**src/rtl/mod_cls_pkg.sv**
```systemverilog
// Shared types, mode codes and helpers for the spectrum modulation classifier.
package mod_cls_pkg;

  typedef enum logic [2:0] {
    ST_IDLE  = 3'd0,
    ST_SCAN  = 3'd1,
    ST_DRAIN = 3'd2,
    ST_JUDGE = 3'd3,
    ST_DONE  = 3'd4
  } state_t;

  localparam logic [2:0] MODE_NONE  = 3'b000;
  localparam logic [2:0] MODE_AM    = 3'b001;
  localparam logic [2:0] MODE_FM    = 3'b010;
  localparam logic [2:0] MODE_OTHER = 3'b100;

  // Distance between a sideband-pair midpoint and the carrier bin.
  function automatic int unsigned abs_diff(input int unsigned a, input int unsigned b);
    return (a > b) ? (a - b) : (b - a);
  endfunction

endpackage

```
**src/rtl/peak_topn_sorter.sv**
```systemverilog
// Single-pass descending insertion sorter holding the NPK largest samples seen.
module peak_topn_sorter #(
  parameter  int unsigned DW  = 16,
  parameter  int unsigned AW  = 8,
  parameter  int unsigned NPK = 4,
  localparam int unsigned CW  = $clog2(NPK + 1)
) (
  input  logic                clk,
  input  logic                rst_n,
  input  logic                i_clr,
  input  logic                i_vld,
  input  logic [DW-1:0]       i_mag,
  input  logic [AW-1:0]       i_addr,
  output logic [NPK*DW-1:0]   o_mag,
  output logic [NPK*AW-1:0]   o_addr,
  output logic [CW-1:0]       o_cnt
);

  logic [DW-1:0]  r_mag  [NPK];
  logic [AW-1:0]  r_addr [NPK];
  logic [CW-1:0]  r_cnt;
  logic [NPK-1:0] w_gt;
  logic [NPK-1:0] w_new;

  // Per-slot compare: empty slots or strictly smaller entries yield; ties keep the older entry.
  always_comb begin
    w_gt  = '0;
    w_new = '0;
    for (int i = 0; i < NPK; i++) begin
      w_gt[i] = (CW'(i) >= r_cnt) || (i_mag > r_mag[i]);
    end
    w_new[0] = w_gt[0];
    for (int i = 1; i < NPK; i++) begin
      w_new[i] = w_gt[i] && !w_gt[i-1];
    end
  end

  // Insert at the first yielding slot, shift the rest down, lowest entry falls off.
  always_ff @(posedge clk or negedge rst_n) begin
    if (!rst_n) begin
      for (int i = 0; i < NPK; i++) begin
        r_mag[i]  <= '0;
        r_addr[i] <= '0;
      end
      r_cnt <= '0;
    end else if (i_clr) begin
      for (int i = 0; i < NPK; i++) begin
        r_mag[i]  <= '0;
        r_addr[i] <= '0;
      end
      r_cnt <= '0;
    end else if (i_vld) begin
      if (w_gt[0]) begin
        r_mag[0]  <= i_mag;
        r_addr[0] <= i_addr;
      end
      for (int i = 1; i < NPK; i++) begin
        if (w_new[i]) begin
          r_mag[i]  <= i_mag;
          r_addr[i] <= i_addr;
        end else if (w_gt[i]) begin
          r_mag[i]  <= r_mag[i-1];
          r_addr[i] <= r_addr[i-1];
        end
      end
      if ((w_gt != '0) && (r_cnt != CW'(NPK))) begin
        r_cnt <= r_cnt + CW'(1);
      end
    end
  end

  // Flatten the rank registers for the parent.
  always_comb begin
    o_mag  = '0;
    o_addr = '0;
    for (int i = 0; i < NPK; i++) begin
      o_mag[i*DW +: DW]  = r_mag[i];
      o_addr[i*AW +: AW] = r_addr[i];
    end
  end

  assign o_cnt = r_cnt;

endmodule

```
**src/rtl/spectrum_mod_classifier.sv**
```systemverilog
// Post-FFT modulation classifier: one windowed pass over |X|, top-N sideband sort, AM/FM judge.
module spectrum_mod_classifier
  import mod_cls_pkg::*;
#(
  parameter int unsigned DW          = 16,
  parameter int unsigned AW          = 8,
  parameter int unsigned CARRIER_BIN = 100,
  parameter int unsigned SPAN        = 100,
  parameter int unsigned NPK         = 4,
  parameter int unsigned RD_LAT      = 1,
  parameter int unsigned NOISE_TH    = 100,
  parameter int unsigned AM_SHIFT    = 3,
  parameter int unsigned SYM_TOL     = 1
) (
  input  logic          clk,
  input  logic          rst_n,
  input  logic          start,
  input  logic          restart_n,
  output logic [AW-1:0] rd_addr,
  input  logic [DW-1:0] rd_data,
  output logic          busy,
  output logic          valid,
  output logic [2:0]    mode_type,
  output logic [DW-1:0] carrier_mag,
  output logic [3:0]    peak_cnt
);

  localparam int unsigned AMAX = (1 << AW) - 1;
  localparam int unsigned LO   = (CARRIER_BIN > SPAN) ? (CARRIER_BIN - SPAN) : 0;
  localparam int unsigned HI   = ((CARRIER_BIN + SPAN) > AMAX) ? AMAX : (CARRIER_BIN + SPAN);
  localparam int unsigned CW   = $clog2(NPK + 1);
  localparam int unsigned DCW  = (RD_LAT > 1) ? $clog2(RD_LAT) : 1;
  localparam int unsigned SW   = DW + AM_SHIFT;

  state_t          r_state;
  logic [DCW-1:0]  r_drain;
  logic            r_start_s1, r_start_s2, r_start_d;
  logic            r_rstrt_s1, r_rstrt_s2, r_rstrt_d;
  logic            r_pv [RD_LAT];
  logic [AW-1:0]   r_pa [RD_LAT];

  logic            w_start_rise, w_restart_fall, w_active, w_abort, w_scan_go;
  logic            w_tag_vld, w_is_carrier, w_ins_vld;
  logic [AW-1:0]   w_tag_addr;
  logic [NPK*DW-1:0] w_mag_flat;
  logic [NPK*AW-1:0] w_addr_flat;
  logic [CW-1:0]   w_cnt;
  logic [DW-1:0]   w_m0, w_m1;
  logic [AW-1:0]   w_a0, w_a1, w_a2, w_a3;
  logic [AW:0]     w_mid01, w_mid23;
  logic            w_sym01, w_sym23, w_am_ok;
  logic [2:0]      w_mode;
  logic            w_unused;

  // Two-flop synchronisers plus edge detectors for the start level and restart key.
  always_ff @(posedge clk or negedge rst_n) begin
    if (!rst_n) begin
      r_start_s1 <= 1'b0;
      r_start_s2 <= 1'b0;
      r_start_d  <= 1'b0;
      r_rstrt_s1 <= 1'b1;
      r_rstrt_s2 <= 1'b1;
      r_rstrt_d  <= 1'b1;
    end else begin
      r_start_s1 <= start;
      r_start_s2 <= r_start_s1;
      r_start_d  <= r_start_s2;
      r_rstrt_s1 <= restart_n;
      r_rstrt_s2 <= r_rstrt_s1;
      r_rstrt_d  <= r_rstrt_s2;
    end
  end

  assign w_start_rise   = r_start_s2 & ~r_start_d;
  assign w_restart_fall = r_rstrt_d & ~r_rstrt_s2;
  assign w_active       = (r_state == ST_SCAN) || (r_state == ST_DRAIN) || (r_state == ST_JUDGE);
  assign w_abort        = w_restart_fall & w_active;
  assign w_scan_go      = (r_state == ST_IDLE) & w_start_rise & ~w_restart_fall;

  // Address/valid tag pipeline matching the RAM read latency; flushed on abort.
  always_ff @(posedge clk or negedge rst_n) begin
    if (!rst_n) begin
      for (int i = 0; i < RD_LAT; i++) begin
        r_pv[i] <= 1'b0;
        r_pa[i] <= '0;
      end
    end else if (w_abort) begin
      for (int i = 0; i < RD_LAT; i++) begin
        r_pv[i] <= 1'b0;
        r_pa[i] <= '0;
      end
    end else begin
      r_pv[0] <= (r_state == ST_SCAN);
      r_pa[0] <= rd_addr;
      for (int i = 1; i < RD_LAT; i++) begin
        r_pv[i] <= r_pv[i-1];
        r_pa[i] <= r_pa[i-1];
      end
    end
  end

  assign w_tag_vld    = r_pv[RD_LAT-1];
  assign w_tag_addr   = r_pa[RD_LAT-1];
  assign w_is_carrier = (w_tag_addr == AW'(CARRIER_BIN));
  assign w_ins_vld    = w_tag_vld & ~w_is_carrier & (rd_data > DW'(NOISE_TH));

  // Carrier magnitude capture; zeroed when a new scan begins.
  always_ff @(posedge clk or negedge rst_n) begin
    if (!rst_n) begin
      carrier_mag <= '0;
    end else if (w_scan_go) begin
      carrier_mag <= '0;
    end else if (w_tag_vld && w_is_carrier) begin
      carrier_mag <= rd_data;
    end
  end

  peak_topn_sorter #(
    .DW  (DW),
    .AW  (AW),
    .NPK (NPK)
  ) u_sorter (
    .clk    (clk),
    .rst_n  (rst_n),
    .i_clr  (w_abort | w_scan_go),
    .i_vld  (w_ins_vld),
    .i_mag  (rd_data),
    .i_addr (w_tag_addr),
    .o_mag  (w_mag_flat),
    .o_addr (w_addr_flat),
    .o_cnt  (w_cnt)
  );

  assign w_m0 = w_mag_flat[0  +: DW];
  assign w_m1 = w_mag_flat[DW +: DW];
  assign w_a0 = w_addr_flat[0    +: AW];
  assign w_a1 = w_addr_flat[AW   +: AW];
  assign w_a2 = w_addr_flat[2*AW +: AW];
  assign w_a3 = w_addr_flat[3*AW +: AW];
  // Lower-rank magnitudes only steer the ordering, never the verdict.
  assign w_unused = ^w_mag_flat;

  // Classification of the final sorter contents.
  always_comb begin
    w_mid01 = ((AW+1)'(w_a0) + (AW+1)'(w_a1)) >> 1;
    w_mid23 = ((AW+1)'(w_a2) + (AW+1)'(w_a3)) >> 1;
    w_sym01 = abs_diff(32'(w_mid01), CARRIER_BIN) <= SYM_TOL;
    w_sym23 = abs_diff(32'(w_mid23), CARRIER_BIN) <= SYM_TOL;
    w_am_ok = ((SW'(w_m0) << AM_SHIFT) >= SW'(carrier_mag)) &&
              ((SW'(w_m1) << AM_SHIFT) >= SW'(carrier_mag));
    w_mode  = MODE_OTHER;
    if ((carrier_mag <= DW'(NOISE_TH)) && (w_cnt == '0)) begin
      w_mode = MODE_NONE;
    end else if ((w_cnt >= CW'(4)) && w_sym23) begin
      w_mode = MODE_FM;
    end else if ((w_cnt >= CW'(2)) && w_sym01 && w_am_ok) begin
      w_mode = MODE_AM;
    end
  end

  // Control FSM with registered outputs.
  always_ff @(posedge clk or negedge rst_n) begin
    if (!rst_n) begin
      r_state   <= ST_IDLE;
      r_drain   <= '0;
      rd_addr   <= '0;
      busy      <= 1'b0;
      valid     <= 1'b0;
      mode_type <= MODE_NONE;
      peak_cnt  <= '0;
    end else if (w_abort) begin
      r_state <= ST_IDLE;
      rd_addr <= '0;
      busy    <= 1'b0;
      valid   <= 1'b0;
    end else begin
      case (r_state)
        ST_IDLE: begin
          if (w_scan_go) begin
            r_state <= ST_SCAN;
            rd_addr <= AW'(LO);
            busy    <= 1'b1;
          end
        end
        ST_SCAN: begin
          if (rd_addr == AW'(HI)) begin
            r_state <= ST_DRAIN;
            rd_addr <= '0;
            r_drain <= '0;
          end else begin
            rd_addr <= rd_addr + AW'(1);
          end
        end
        ST_DRAIN: begin
          if (r_drain == DCW'(RD_LAT - 1)) begin
            r_state <= ST_JUDGE;
          end else begin
            r_drain <= r_drain + DCW'(1);
          end
        end
        ST_JUDGE: begin
          r_state   <= ST_DONE;
          busy      <= 1'b0;
          valid     <= 1'b1;
          mode_type <= w_mode;
          peak_cnt  <= 4'(w_cnt);
        end
        ST_DONE: begin
          if (w_restart_fall) begin
            r_state   <= ST_IDLE;
            valid     <= 1'b0;
            mode_type <= MODE_NONE;
            peak_cnt  <= '0;
          end
        end
        default: begin
          r_state <= ST_IDLE;
          rd_addr <= '0;
          busy    <= 1'b0;
          valid   <= 1'b0;
        end
      endcase
    end
  end

endmodule

```
**config.mk**
```make
export PLATFORM = sky130hd
export DESIGN_NAME = spectrum_mod_classifier
export DESIGN_NICKNAME = d
export VERILOG_FILES = /design/src/rtl/mod_cls_pkg.sv /design/src/rtl/peak_topn_sorter.sv /design/src/rtl/spectrum_mod_classifier.sv
export SDC_FILE = /design/constraint.sdc
export NUM_CORES = 1
export LEC_CHECK = 0
export ABC_CLOCK_PERIOD_IN_PS = 9250
export BUFFER_PORTS_ARGS = -buffer_cell sky130_fd_sc_hd__clkbuf_2
export CAP_MARGIN = 25
export CORE_ASPECT_RATIO = 0.8
export CORE_MARGIN = 8
export CORE_UTILIZATION = 46
export CTS_CLUSTER_DIAMETER = 200
export DETAILED_ROUTE_END_ITERATION = 8
export PLACE_DENSITY = 0.65
export SLEW_MARGIN = 10
export SYNTH_ARGS = -nofsm -noshare
export SYNTH_HDL_FRONTEND = slang
export SYNTH_SLANG_ARGS = --single-unit
```
**constraint.sdc**
```tcl
create_clock -name clk -period 9.25 [get_ports clk]
set_clock_uncertainty 0.2 [all_clocks]
set_input_delay 1.3875 -clock clk [delete_from_list [all_inputs] [get_ports clk]]
set_output_delay 1.3875 -clock clk [all_outputs]
set_load 0.02 [all_outputs]
```
== Yosys cells after proc, flatten, opt, wreduce, memory -nomap -nowiden ==
Index checks and enable logic that the tools add are counted.

* Add/sub/neg operators: 9
* $lt $le $gt $ge: 18
* Equal/unequal tests: 16
* Mux-type cells: 52
* Bitwise logic cells: 13
* Reduce and logical (&&, ||, !) cells: 45

{| class="wikitable"
|+ Operator list
! cell !! number
|-
| 16-bit two-way mux || 9
|-
| 32-bit two-way mux || 4
|-
| 64-bit two-way mux || 2
|-
| 8-bit two-way mux || 11
|-
| 16-bit > comparator || 4
|-
| 32-bit by 1-bit less-or-equal comparator with 1-bit output (second input constant) || 2
|-
| 19-bit by 16-bit >= comparator with 1-bit output || 2
|-
| 3-bit two-way mux || 11
|-
| 8-bit case mux with 3 select lines || 1
|-
| 8-bit by 8-bit adder with 9-bit output || 2
|-
| 7-bit by 8-bit subtractor with 9-bit output (first input constant) || 2
|-
| 8-bit by 7-bit subtractor with 9-bit output (second input constant) || 2
|-
| 16-bit by 7-bit > comparator with 1-bit output (second input constant) || 1
|-
| 8-bit by 7-bit > comparator with 1-bit output (second input constant) || 2
|-
| 16-bit by 7-bit less-or-equal comparator with 1-bit output (second input constant) || 1
|-
| 2-bit AND reduction || 8
|-
| 3-bit case mux with 5 select lines || 1
|-
| 3-bit inequality test (second input constant) || 4
|-
| 2-bit nonzero test || 6
|-
| 1-bit logical AND || 10
|-
| 3-bit nonzero test || 3
|-
| 3-bit OR reduction || 3
|-
| 8-bit by 1-bit adder with 8-bit output (second input constant) || 1
|-
| 8-bit by 7-bit == test with 1-bit output (second input constant) || 1
|-
| other kinds (28) || 60
|}

* Register bits: 151
* Input bits: 20
* Output and inout port bits: 33

== Depth between registers and ports, before layout ==
Gate-level depths: netlist (run 1).

* Depth after elaboration: 10
* Mapped depth: 14
* Gate-level depth less buffers: 14

== Hierarchy ==
Synthesis (run 1) repeated with hierarchy kept, for this count alone.

* Cells, all modules: 1,063
* Area, all modules: 10,273.6 µm²

{| class="wikitable"
|+ By module, submodules not included
! module !! instances !! cells an instance !! area each (µm²) !! sequential area each (µm²)
|-
| peak_topn_sorter || 1 || 599 || 6,207.2 || 2,477.4
|-
| spectrum_mod_classifier || 1 || 464 || 4,066.4 || 1,255.0
|}

== Worst setup path after synthesis (run 1) ==
OpenSTA, ideal clock, no wires.

* Path kind: in2reg
* Start: input rd_data[15]
* End: register u_sorter.r_addr, in the netlist u_sorter.o_addr[4]
* Data arrival time: 3.544 ns
* Setup slack: 5.440 ns
* Stages: 10
* Cell sequence: ha_1 > a211o_1 > a2111oi_0 > o221ai_1 > a21oi_1 > o32a_1 > o21a_1 > buf_2 > buf_1 > a22o_1

* Longest elaborated chain between the ends: 4

{| class="wikitable"
|+ Ends and longest elaborated chain
! what !! line !! source
|-
| from (decl) || spectrum_mod_classifier.sv:20 || <nowiki>input logic [DW-1:0] rd_data,</nowiki>
|-
| 16-bit by 7-bit > comparator with 1-bit output or 16-bit > comparator (tied branches) || spectrum_mod_classifier.sv:105, peak_topn_sorter.sv:30 ||
|-
| 1-bit AND or 1-bit logical OR (tied branches) || spectrum_mod_classifier.sv:105, peak_topn_sorter.sv:30 ||
|-
| 2-bit nonzero test (no source line) || -- ||
|-
| 2-bit AND reduction (no source line) * || -- ||
|-
| to (signal, indexed assignment) || peak_topn_sorter.sv:60 || <nowiki>r_addr[i] <= i_addr;</nowiki>
|-
| to (signal, indexed assignment) || peak_topn_sorter.sv:63 || <nowiki>r_addr[i] <= r_addr[i-1];</nowiki>
|-
| to (decl) || peak_topn_sorter.sv:20 || <nowiki>logic [AW-1:0] r_addr [NPK];</nowiki>
|}

Mark *: on every way between the ends. The rest lies on a longest branch, timed or not.
A chain may end at the register's enable or synchronous reset.

== Worst setup path in the final report (run 1) ==
* Start: input rd_data[15]
* End: register u_sorter.r_cnt[0], in the netlist u_sorter.o_cnt[0]

* Longest elaborated chain between the ends: 6

{| class="wikitable"
|+ Ends and longest elaborated chain
! what !! line !! source
|-
| 16-bit > comparator || peak_topn_sorter.sv:30 || <nowiki>w_gt[i] = (CW'(i) >= r_cnt) || (i_mag > r_mag[i]);</nowiki>
|-
| 1-bit logical OR || peak_topn_sorter.sv:30 ||
|-
| 4-bit nonzero test || peak_topn_sorter.sv:66 || <nowiki>if ((w_gt != '0) && (r_cnt != CW'(NPK))) begin</nowiki>
|-
| 1-bit logical AND || peak_topn_sorter.sv:66 ||
|-
| 2-bit nonzero test (no source line) || -- ||
|-
| 2-bit AND reduction (no source line) * || -- ||
|-
| to (signal assigned) || peak_topn_sorter.sv:67 || <nowiki>r_cnt <= r_cnt + CW'(1);</nowiki>
|-
| to (decl) || peak_topn_sorter.sv:21 || <nowiki>logic [CW-1:0] r_cnt;</nowiki>
|}

Marked as above.

==> metrics.csv, run 1 <==
stage;metric;value;unit
power_and_ir_drop;combPwrFrac;0.442;
power_and_ir_drop;pwr_density_cell;272;nW/um^2
synthesis;syn_area;10000;um^2
setup_path;r2r_setup_slack;5.56;ns
power_and_ir_drop;p_leak;5.37;nW
clock_network;cts_tree;done;
layout;layout_commonest_cell;dfrtp_1;
global_routing;grtUsageTotal;0.190;
die;initial_core_util;0.466;
die;io_pins;53;
synthesis;synth-edff-count;0;
synthesis;synth_seq_cells;149;
run;cap_violations;0;
sta;report.final.slew_viol_count;0;
sta;setup_viol;0;
die;die_y;148;um
place;place.gp.congestion;0.881;
die;num_rows;48;
synthesis;yosys.cell_types.count;66;
route;routed_via_density;5.72;
global_routing;grt_pass1_wl;41600;um
global_routing;grt_max_degree;98;
synthesis;synth_fp_nets;1227;
route;drt_iter0_drc;537;
synthesis;async_flop_share;1.00;
setup_path;critPathBufInv;1;
clock_network;cts_hold_buf;0;
route;dr.pass1.iters;5;
power_and_ir_drop;total_power;3.05;mW
layout;antennaDiodeCount;0;
die;die_x;181;um
power_and_ir_drop;max-vdd-ir-drop;0.000181;V
route;antenna_left;0;
power_and_ir_drop;p_int;1.74;mW
layout;drive_above_1_share;0.0976;
setup_path;required;9.37;ns
synthesis;syn_area_per_cell;9.21;um^2
setup_path;cp_slowest_cell;o21a_1;
layout;syn_to_final_growth;11.8;%
global_routing;grt_pass1_vias;8039;
setup_path;start_kind;primary input;
power_and_ir_drop;p_clk_frac;0.231;
clock_network;clk_path_buf_depth;2;
setup_path;cp_max_fo;27;
route;remaining_drc_errors;0;
sta;max_freq;225;MHz
die;die_area;26800;um^2
layout;final_nets;1273;
status;status;completed;
setup_path;path_class;primary input to register;
power_and_ir_drop;swShare;0.428;
synthesis;yosysWarnings;0;
setup_path;crit_chain;clkbuf_2 -> ha_1 -> a211o_1 -> a2111oi_0 -> o221ai_1 -> a21oi_1 -> o32a_1 -> o21a_1 -> nand2_1 -> mux2_2;
setup_path;cp.depth;10;
sta;relSlewSlack;0.329;
place;hpwl;18700;um
route;vias;8138;
clock_network;htree_levels;4;
sta;worstMarginPinSlew;1.01;ns
clock_network;cts_setup_buffers;0;
setup_path;setup.worst_path.end_class;register;
synthesis;ys.flop_type;dfrtp_1;
sta;fin_crit_sh;0.481;
sta;rsz0062_at_grt;no;
route;drt-total-wl;25100;um
sta;fin_setup_tns;0;ns
clock_network;ctsResizeCount;0;
global_routing;gr-total-overflow;0;
worst_hold_path;whs_endpoint;r_start_s2;
power_and_ir_drop;seq_power_share;0.327;
clock_network;cts-root-buf;clkbuf_16;
place;port_buffers;51;
global_routing;antenna_found_initial;0;
sta;period_needed;4.45;ns
synthesis;post-synth-top-area-fraction;0.364;
clock_network;path_clk_slew;0.07;ns
synthesis;netlist_top_cells_area;dfrtp_1, ha_1, mux2i_1, o21ai_0, nand2_1;
synthesis;netlist_instances;1089;
route;routedWlPerCell;17.6;um
clock_network;numCtsBuffers;17;
setup_path;r2r_start;u_sorter.o_mag[15];
setup_path;rr_endpoint;u_sorter.o_cnt[0];
setup_path;cp.arrival;4.57;ns
clock_network;cts_sinks;149;
setup_path;startpoint;rd_data[15];
power_and_ir_drop;p_switching;1.30;mW
worst_hold_path;min-delay-start;r_start_s1;
setup_path;slowest_delay;0.81;ns
setup_path;crit_family;compound AO/OA/AOI/OAI gates;
worst_hold_path;hold_class;register to register;
synthesis;seq_area_frac_synth;0.372;
synthesis;synth_top_area_cell;dfrtp_1;
die;core;21500;um^2
layout;layout_common_cells;dfrtp_1, ha_1, nand2_1;
worst_hold_path;hold_depth;0;
sta;hold_viol_final;0;
clock_network;clkLatencyLatePin;0.44;ns
setup_path;rr_worst_depth;10;
-- power by group through the flow --
| stage | logic, mW | registers, mW | clock network, mW |
|---|---|---|---|
| 2_1_floorplan | 0.998 | 0.960 | 0 |
| 3_3_place_gp | 1.29 | 1.00 | 0 |
| 3_5_place_dp | 1.33 | 1.00 | 0 |
| 4_1_cts | 1.34 | 0.991 | 0.719 |
| 5_1_grt | 1.52 | 1.02 | 0.745 |
| 6_report | 1.35 | 0.995 | 0.704 |
-- flip-flops by register name, summed over array words and instances, names as in the netlist --
register and count:
peak_cnt 3, r_pv 1, r_start_s1 1, r_start_d 1
valid 1, u_sorter.o_mag 64, busy 1, r_rstrt_s2 1
r_rstrt_s1 1, u_sorter.o_cnt 3, mode_type 3, r_pa 8
u_sorter.o_addr 32, carrier_mag 16, r_start_s2 1, rd_addr 8
r_state 3, r_rstrt_d 1
-- cells in the mapped netlist (6+ instances only) --
library cell  count
nor2_1           68
dfrtp_1         146
xnor2_1           6
nand2_1         111
o21a_1           14
a21o_1           23
mux2i_1          91
a22o_1           25
nor2b_1          16
clkbuf_1         23
a21oi_1          46
a211o_1           6
nand3_1          20
nand2b_1         10
nand4_1          24
xor2_1            7
nor3_1           13
buf_2            10
nor4_1            8
o21ai_0         105
a211oi_1          8
inv_1            96
ha_1            116
-- worst max-delay path by stage --
stage	slack, ns	to
floorplan	5.44	u_sorter.o_addr[4]
global placement	4.40	u_sorter.o_cnt[0]
detailed placement	4.43	u_sorter.o_cnt[0]
CTS	4.87	u_sorter.o_cnt[0]
global route	4.52	u_sorter.o_cnt[0]
finish	4.80	u_sorter.o_cnt[0]
-- through the flow --
step | instances | instance area (um^2) | utilization | setup slack, ns | hold slack (ns)
4_1_cts | 1422 | 11200 | 0.521 | 4.87 | 0.155
3_5_place_dp | 1390 | 10600 | 0.492 | 4.43 | 0.137
2_1_floorplan | 1089 | 10000 | - | 5.44 | 0.131
5_1_grt | 1423 | 11200 | 0.521 | 4.52 | 0.166
6_report | 1423 | 11200 | 0.521 | 4.80 | 0.151
3_3_place_gp | 1388 | 10600 | 0.491 | 4.40 | 0.134
-- kinds of logic (layout without fill, tap and decap cells) --
logic type	after synthesis	count (layout)	share of synthesized area
buffers and inverters	131	190	0.0507
XOR/XNOR	14	14	0.0130
multiplexers	93	93	0.0931
other	1	1	0.000374
AO/OA/AOI/OAI	278	278	0.176
flip-flops	149	149	0.372
AND/OR/NAND/NOR	305	305	0.145
adder cells (fa/ha/maj)	118	118	0.149
-- metal layers --
metal | vias to the layer above | global-route usage | part of all wire
li1 | 4018 | - | -
met1 | 3885 | 0.278 | 0.52
met2 | 206 | 0.286 | 0.42
met3 | 29 | 0.0336 | 0.046
met4 | 0 | 0.0471 | 0.011
met5 | - | 0 | 0
-- layout make-up --
type	instances	area (um^2)
Clock buffer	17	425
Clock inverter	15	183
Fill cell	1946	10300
Inverter	96	360
Multi-Input combinational cell	809	5800
Sequential cell	149	3730
Tap cell	275	344
Timing Repair Buffer	62	359
(Power assumes the default switching activity.)
==> run 2, diff against run 1 <==
Settings changed: ABC_CLOCK_PERIOD_IN_PS 9250 to 4000, PLACE_DENSITY 0.65 to 0.67.
Clock period 9.25 ns to 4 ns, I/O delays scaled along.
==> run 2 against run 1 <==
Net effect: the flow now finishes with violations (negative hold slack); via count grew 2.5%; largest cell class unchanged; register-to-register slack lost 5.1 ns; sequential power grew 130%; total power grew 140%; routed wire length grew 4.2%; global-route usage grew 0.86 points; first-iteration DRC count shrank 2.0%; highest routed layer unchanged.
==> metrics.csv, run 2 (same netlist as run 1, synthesis figures left out) <==
stage;metric;value;unit
setup_path;startpoint;u_sorter.o_addr[18];
setup_path;critPathBufInv;0;
place;place.gp.congestion;0.903;
setup_path;r2r_setup_slack;0.49;ns
sta;fin_setup_tns;0;ns
setup_path;slowest_delay;0.40;ns
global_routing;grtUsageTotal;0.199;
setup_path;required;4.12;ns
setup_path;cp_max_fo;4;
die;die_area;26800;um^2
clock_network;cts_setup_buffers;0;
route;drt_iter0_drc;526;
setup_path;rr_endpoint;mode_type[2];
setup_path;crit_chain;ha_1 -> nor2b_1 -> o21a_1 -> or3_1 -> nand2_1 -> ha_1 -> nand2_1 -> a311oi_1 -> nor3b_1 -> nor4b_1 -> nand4_1 -> a32o_1;
power_and_ir_drop;swShare;0.433;
layout;final_cells;1443;
die;die_y;148;um
clock_network;cts_hold_buf;0;
setup_path;setup.worst_path.end_class;register;
global_routing;grt_max_degree;78;
clock_network;path_clk_slew;0.08;ns
power_and_ir_drop;pwr_density_cell;634;nW/um^2
layout;largest_reg_flops;64;
layout;layout_common_cells;dfrtp_1, ha_1, nand2_1;
setup_path;rr_worst_depth;12;
status;violations;negative hold slack;
sta;max_freq;285;MHz
sta;hold_viol_final;13;
die;initial_core_util;0.466;
power_and_ir_drop;max-vdd-ir-drop;0.000445;V
setup_path;r2r_start;u_sorter.o_addr[18];
sta;setup_viol;0;
route;vias;8340;
setup_path;cp_slowest_cell;dfrtp_1;
status;status;finished with violations;
power_and_ir_drop;seq_power_share;0.319;
sta;hold_slack;-0.0193;ns
clock_network;numCtsBuffers;17;
setup_path;crit_family;simple AND/OR/NAND/NOR gates;
die;num_rows;48;
clock_network;clkLatencyLatePin;0.43;ns
layout;syn_to_final_growth;13.6;%
global_routing;grt_pass1_wl;43400;um
sta;report.final.slew_viol_count;0;
power_and_ir_drop;p_int;4.09;mW
power_and_ir_drop;total_power;7.21;mW
setup_path;path_class;register to register;
power_and_ir_drop;combPwrFrac;0.450;
route;drt-total-wl;26100;um
sta;worstMarginPinSlew;0.938;ns
sta;period_needed;3.51;ns
place;port_buffers;51;
sta;rsz0062_at_grt;no;
die;io_pins;53;
place;dp.cells;1410;
die;core;21500;um^2
worst_hold_path;hold_class;primary input to asynchronous set/reset pin;
layout;drive_above_1_share;0.113;
layout;antennaDiodeCount;0;
run;cap_violations;0;
setup_path;start_kind;register;
clock_network;clk_path_buf_depth;2;
global_routing;antenna_found_initial;0;
route;routedWlPerCell;18.1;um
clock_network;htree_levels;4;
route;routed_via_density;5.78;
global_routing;grt_pass1_vias;8243;
route;remaining_drc_errors;0;
power_and_ir_drop;p_clk_frac;0.231;
layout;final_nets;1293;
setup_path;endpoint;mode_type[2];
power_and_ir_drop;p_leak;5.48;nW
place;hpwl;19400;um
sta;fin_crit_sh;0.876;
clock_network;cts-root-buf;clkbuf_16;
setup_path;cp.arrival;3.63;ns
die;die_x;181;um
clock_network;cts_sinks;149;
sta;relSlewSlack;0.373;
power_and_ir_drop;p_switching;3.12;mW
global_routing;gr-total-overflow;0;
clock_network;ctsResizeCount;0;
route;antenna_left;0;
clock_network;cts_tree;done;
setup_path;cp.depth;12;
layout;layout_commonest_cell;dfrtp_1;
route;dr.pass1.iters;5;
-- run 2: changes by cell type in the layout (fill, tap and decap cells not counted), sizes merged --
| cell | delta |
|---|---|
| buf | +19 |
| clkbuf | +1 |
| clkinv | +3 |
| clkinvlp | -1 |
| inv | -2 |
-- run 2: area by class of cell --
cell class | count | area [um^2]
inverter | 96 | 360
tap | 275 | 344
sequential | 149 | 3730
timing repair buffer | 82 | 517
multi-input combinational | 809 | 5800
fill | 1959 | 10100
clock inverter | 15 | 201
clock buffer | 17 | 425
-- run 2: worst min-delay path by stage --
stage / startpoint / endpoint / slack (ns) / cells after the start
finish: rst_n / busy / -0.02 / 1
floorplan: rst_n / busy / 0.10 / 0
detailed placement: r_start_s1 / r_start_s2 / 0.14 / 0
CTS: rst_n / r_start_s1 / 0.02 / 1
global placement: r_start_s1 / r_start_s2 / 0.13 / 0
global route: rst_n / busy / 0.02 / 1
-- run 2: routing by layer --
layer  global-route usage  part of all wire  vias up
met5                    0                 0        -
met3               0.0346             0.053       16
met1                0.291              0.50     4055
met4               0.0426            0.0095        0
li1                     -                 -     4055
met2                0.303              0.43      214
-- run 2: per-stage QoR --
step	utilization	worst slack, ns	hold WS [ns]	cell area (um^2)
5_1_grt	0.529	0.213	0.0166	11400
3_3_place_gp	0.500	0.438	0.133	10800
6_report	0.529	0.494	-0.0193	11400
2_1_floorplan	-	0.890	0.104	10000
3_5_place_dp	0.500	0.421	0.143	10800
4_1_cts	0.529	0.525	0.0186	11400
-- run 2: power by group through the flow --
stage | combinational [mW] | sequential, mW | clock [mW]
final | 3.24 | 2.30 | 1.67
after floorplan | 2.31 | 2.22 | 0
after CTS | 3.25 | 2.29 | 1.69
after global routing | 3.65 | 2.35 | 1.76
after detailed placement | 3.22 | 2.32 | 0
after global placement | 3.15 | 2.31 | 0
==> run 3, diff against run 2 <==
Settings changed: CELL_PAD_IN_SITES_DETAIL_PLACEMENT set to 0, CELL_PAD_IN_SITES_GLOBAL_PLACEMENT set to 1, CORE_UTILIZATION 46 to 44, CTS_CLUSTER_DIAMETER 200 to 60, PLACE_DENSITY 0.67 to 0.79.
==> run 3 against run 2 <==
Net effect: the run now ends clean; worst setup slack worse by 0.10 ns; final cell count increased by 2.1%; core utilization down 2.0 points; design area up 0.34%; non-clock buffer count fell by 1; maximum frequency is 2.8% lower; sequential cell count stayed put; first-iteration DRC count up 0.38%; die area increased by 4.1%; global-route usage increased by 0.26 points; sequential share of layout area decreased by 0.11 points.
==> metrics.csv, run 3 (same netlist as run 1, synthesis figures left out) <==
stage;metric;value;unit
setup_path;r2r_start;u_sorter.o_addr[1];
power_and_ir_drop;pwr_density_cell;636;nW/um^2
clock_network;clkLatencyLatePin;0.44;ns
global_routing;antenna_found_initial;1;
run;cap_violations;0;
route;routedWlPerCell;18.4;um
layout;layout_commonest_cell;dfrtp_1;
setup_path;rr_endpoint;mode_type[0];
layout;final_nets;1292;
place;pre_cts_ws;0.416;ns
die;num_rows;49;
die;die_area;27900;um^2
die;die_x;185;um
setup_path;r2r_setup_slack;0.39;ns
power_and_ir_drop;p_leak;5.48;nW
setup_path;cp.arrival;3.74;ns
worst_hold_path;hold_class;primary input to register;
sta;fin_ws;0.394;ns
layout;syn_to_final_growth;13.9;%
global_routing;grt_pass1_vias;8202;
place;hpwl;20200;um
layout;largest_reg_flops;64;
global_routing;grt_max_degree;62;
clock_network;cts-root-buf;clkbuf_16;
route;dr.pass1.iters;5;
route;drt-total-wl;27100;um
layout;layout_common_cells;dfrtp_1, ha_1, nand2_1;
setup_path;start_kind;register;
sta;period_needed;3.61;ns
sta;relSlewSlack;0.278;
route;remaining_drc_errors;0;
clock_network;clk_path_buf_depth;2;
setup_path;rr_worst_depth;14;
setup_path;cp_max_fo;5;
sta;hold_viol_final;0;
power_and_ir_drop;total_power;7.26;mW
sta;fin_crit_sh;0.902;
route;vias;8328;
clock_network;cts_setup_buffers;0;
die;initial_core_util;0.447;
clock_network;htree_levels;4;
status;status;completed;
global_routing;grt_pass1_wl;44600;um
route;routed_via_density;5.65;
die;core;22400;um^2
place;place.gp.congestion;0.840;
clock_network;cts_tree;done;
power_and_ir_drop;max-vdd-ir-drop;0.000433;V
setup_path;setup.worst_path.end_class;register;
global_routing;grtUsageTotal;0.201;
sta;setup_viol;0;
sta;fin_setup_tns;0;ns
place;port_buffers;51;
global_routing;gr-total-overflow;0;
layout;antennaDiodeCount;0;
route;antenna_left;0;
die;die_y;151;um
sta;max_freq;277;MHz
clock_network;path_clk_slew;0.08;ns
layout;drive_above_1_share;0.111;
worst_hold_path;hold_depth;1;
worst_hold_path;whs_endpoint;r_rstrt_s1;
worst_hold_path;min-delay-start;restart_n;
sta;report.final.slew_viol_count;0;
sta;hold_slack;0.0315;ns
clock_network;numCtsBuffers;17;
die;io_pins;53;
setup_path;path_class;register to register;
sta;rsz0062_at_grt;no;
setup_path;required;4.13;ns
sta;worstMarginPinSlew;1.08;ns
route;drt_iter0_drc;528;
clock_network;cts_sinks;149;
[run 3: cell types whose count changed in the layout (fill, tap and decap cells not counted)]
| cell | change |
|---|---|
| inv_12 | +1 |
| buf_4 | -2 |
| inv_8 | +2 |
| clkinv_8 | -3 |
| dlygate4sd3_1 | +1 |
| buf_12 | +1 |
| clkbuf_2 | -1 |
| inv_6 | +1 |
| clkinv_4 | -1 |
[run 3: worst max-delay path: stages, from the launching register on]
cell	delay (ns)
dfrtp_1	0.41
inv_1	0.08
fa_1	0.45
nand2b_1	0.18
a21oi_1	0.16
xor2_1	0.41
inv_1	0.18
ha_1	0.27
a21oi_1	0.24
a211oi_1	0.09
a2bb2oi_1	0.15
a21oi_1	0.08
o21ai_0	0.28
nor3_1	0.10
a22o_1	0.21
[run 3: cell type report]
type | count | area [um^2]
Clock inverter | 15 | 191
Clock buffer | 17 | 425
Sequential cell | 149 | 3730
Tap cell | 306 | 383
Inverter | 96 | 360
Timing Repair Buffer | 81 | 527
Fill cell | 2168 | 11000
Multi-Input combinational cell | 809 | 5800
[run 3: report_power, final]
group	internal, mW	switching [mW]
clock	0.864	0.805
sequential	1.88	0.441
combinational	1.37	1.91
total	4.11	3.16
[run 3: what timing repair did]
item | CTS | global route
hold endpoints to repair | 59 | 0
hold buffers | 1 | 0
resized for setup | 0 | 0
[run 3: worst max-delay path by stage]
stage                              from           endpoint  slack [ns]  cells after the start
floorplan           u_sorter.o_addr[18]       mode_type[2]        0.89                     12
global placement             rd_data[9]  u_sorter.o_cnt[0]        0.46                     12
detailed placement   u_sorter.o_addr[1]       mode_type[0]        0.42                     14
CTS                  u_sorter.o_addr[1]       mode_type[0]        0.41                     14
global route         u_sorter.o_addr[1]       mode_type[0]         0.1                     14
finish               u_sorter.o_addr[1]       mode_type[0]        0.39                     14
[run 3: routing by layer]
metal	vias up	global-route usage	wire, um
met2	215	0.290	11200
li1	4057	-	-
met4	2	0.0519	393
met3	31	0.0362	1330
met1	4023	0.304	14100
met5	-	0	12
[run 3: through the flow]
| stage | instances | instance area (um^2) | utilization |
|---|---|---|---|
| 6_report | 1473 | 11400 | 0.509 |
| 5_1_grt | 1473 | 11400 | 0.509 |
| 4_1_cts | 1473 | 11400 | 0.509 |
| 3_5_place_dp | 1440 | 10800 | 0.481 |
| 3_3_place_gp | 1440 | 10800 | 0.481 |
| 2_1_floorplan | 1089 | 10000 | - |
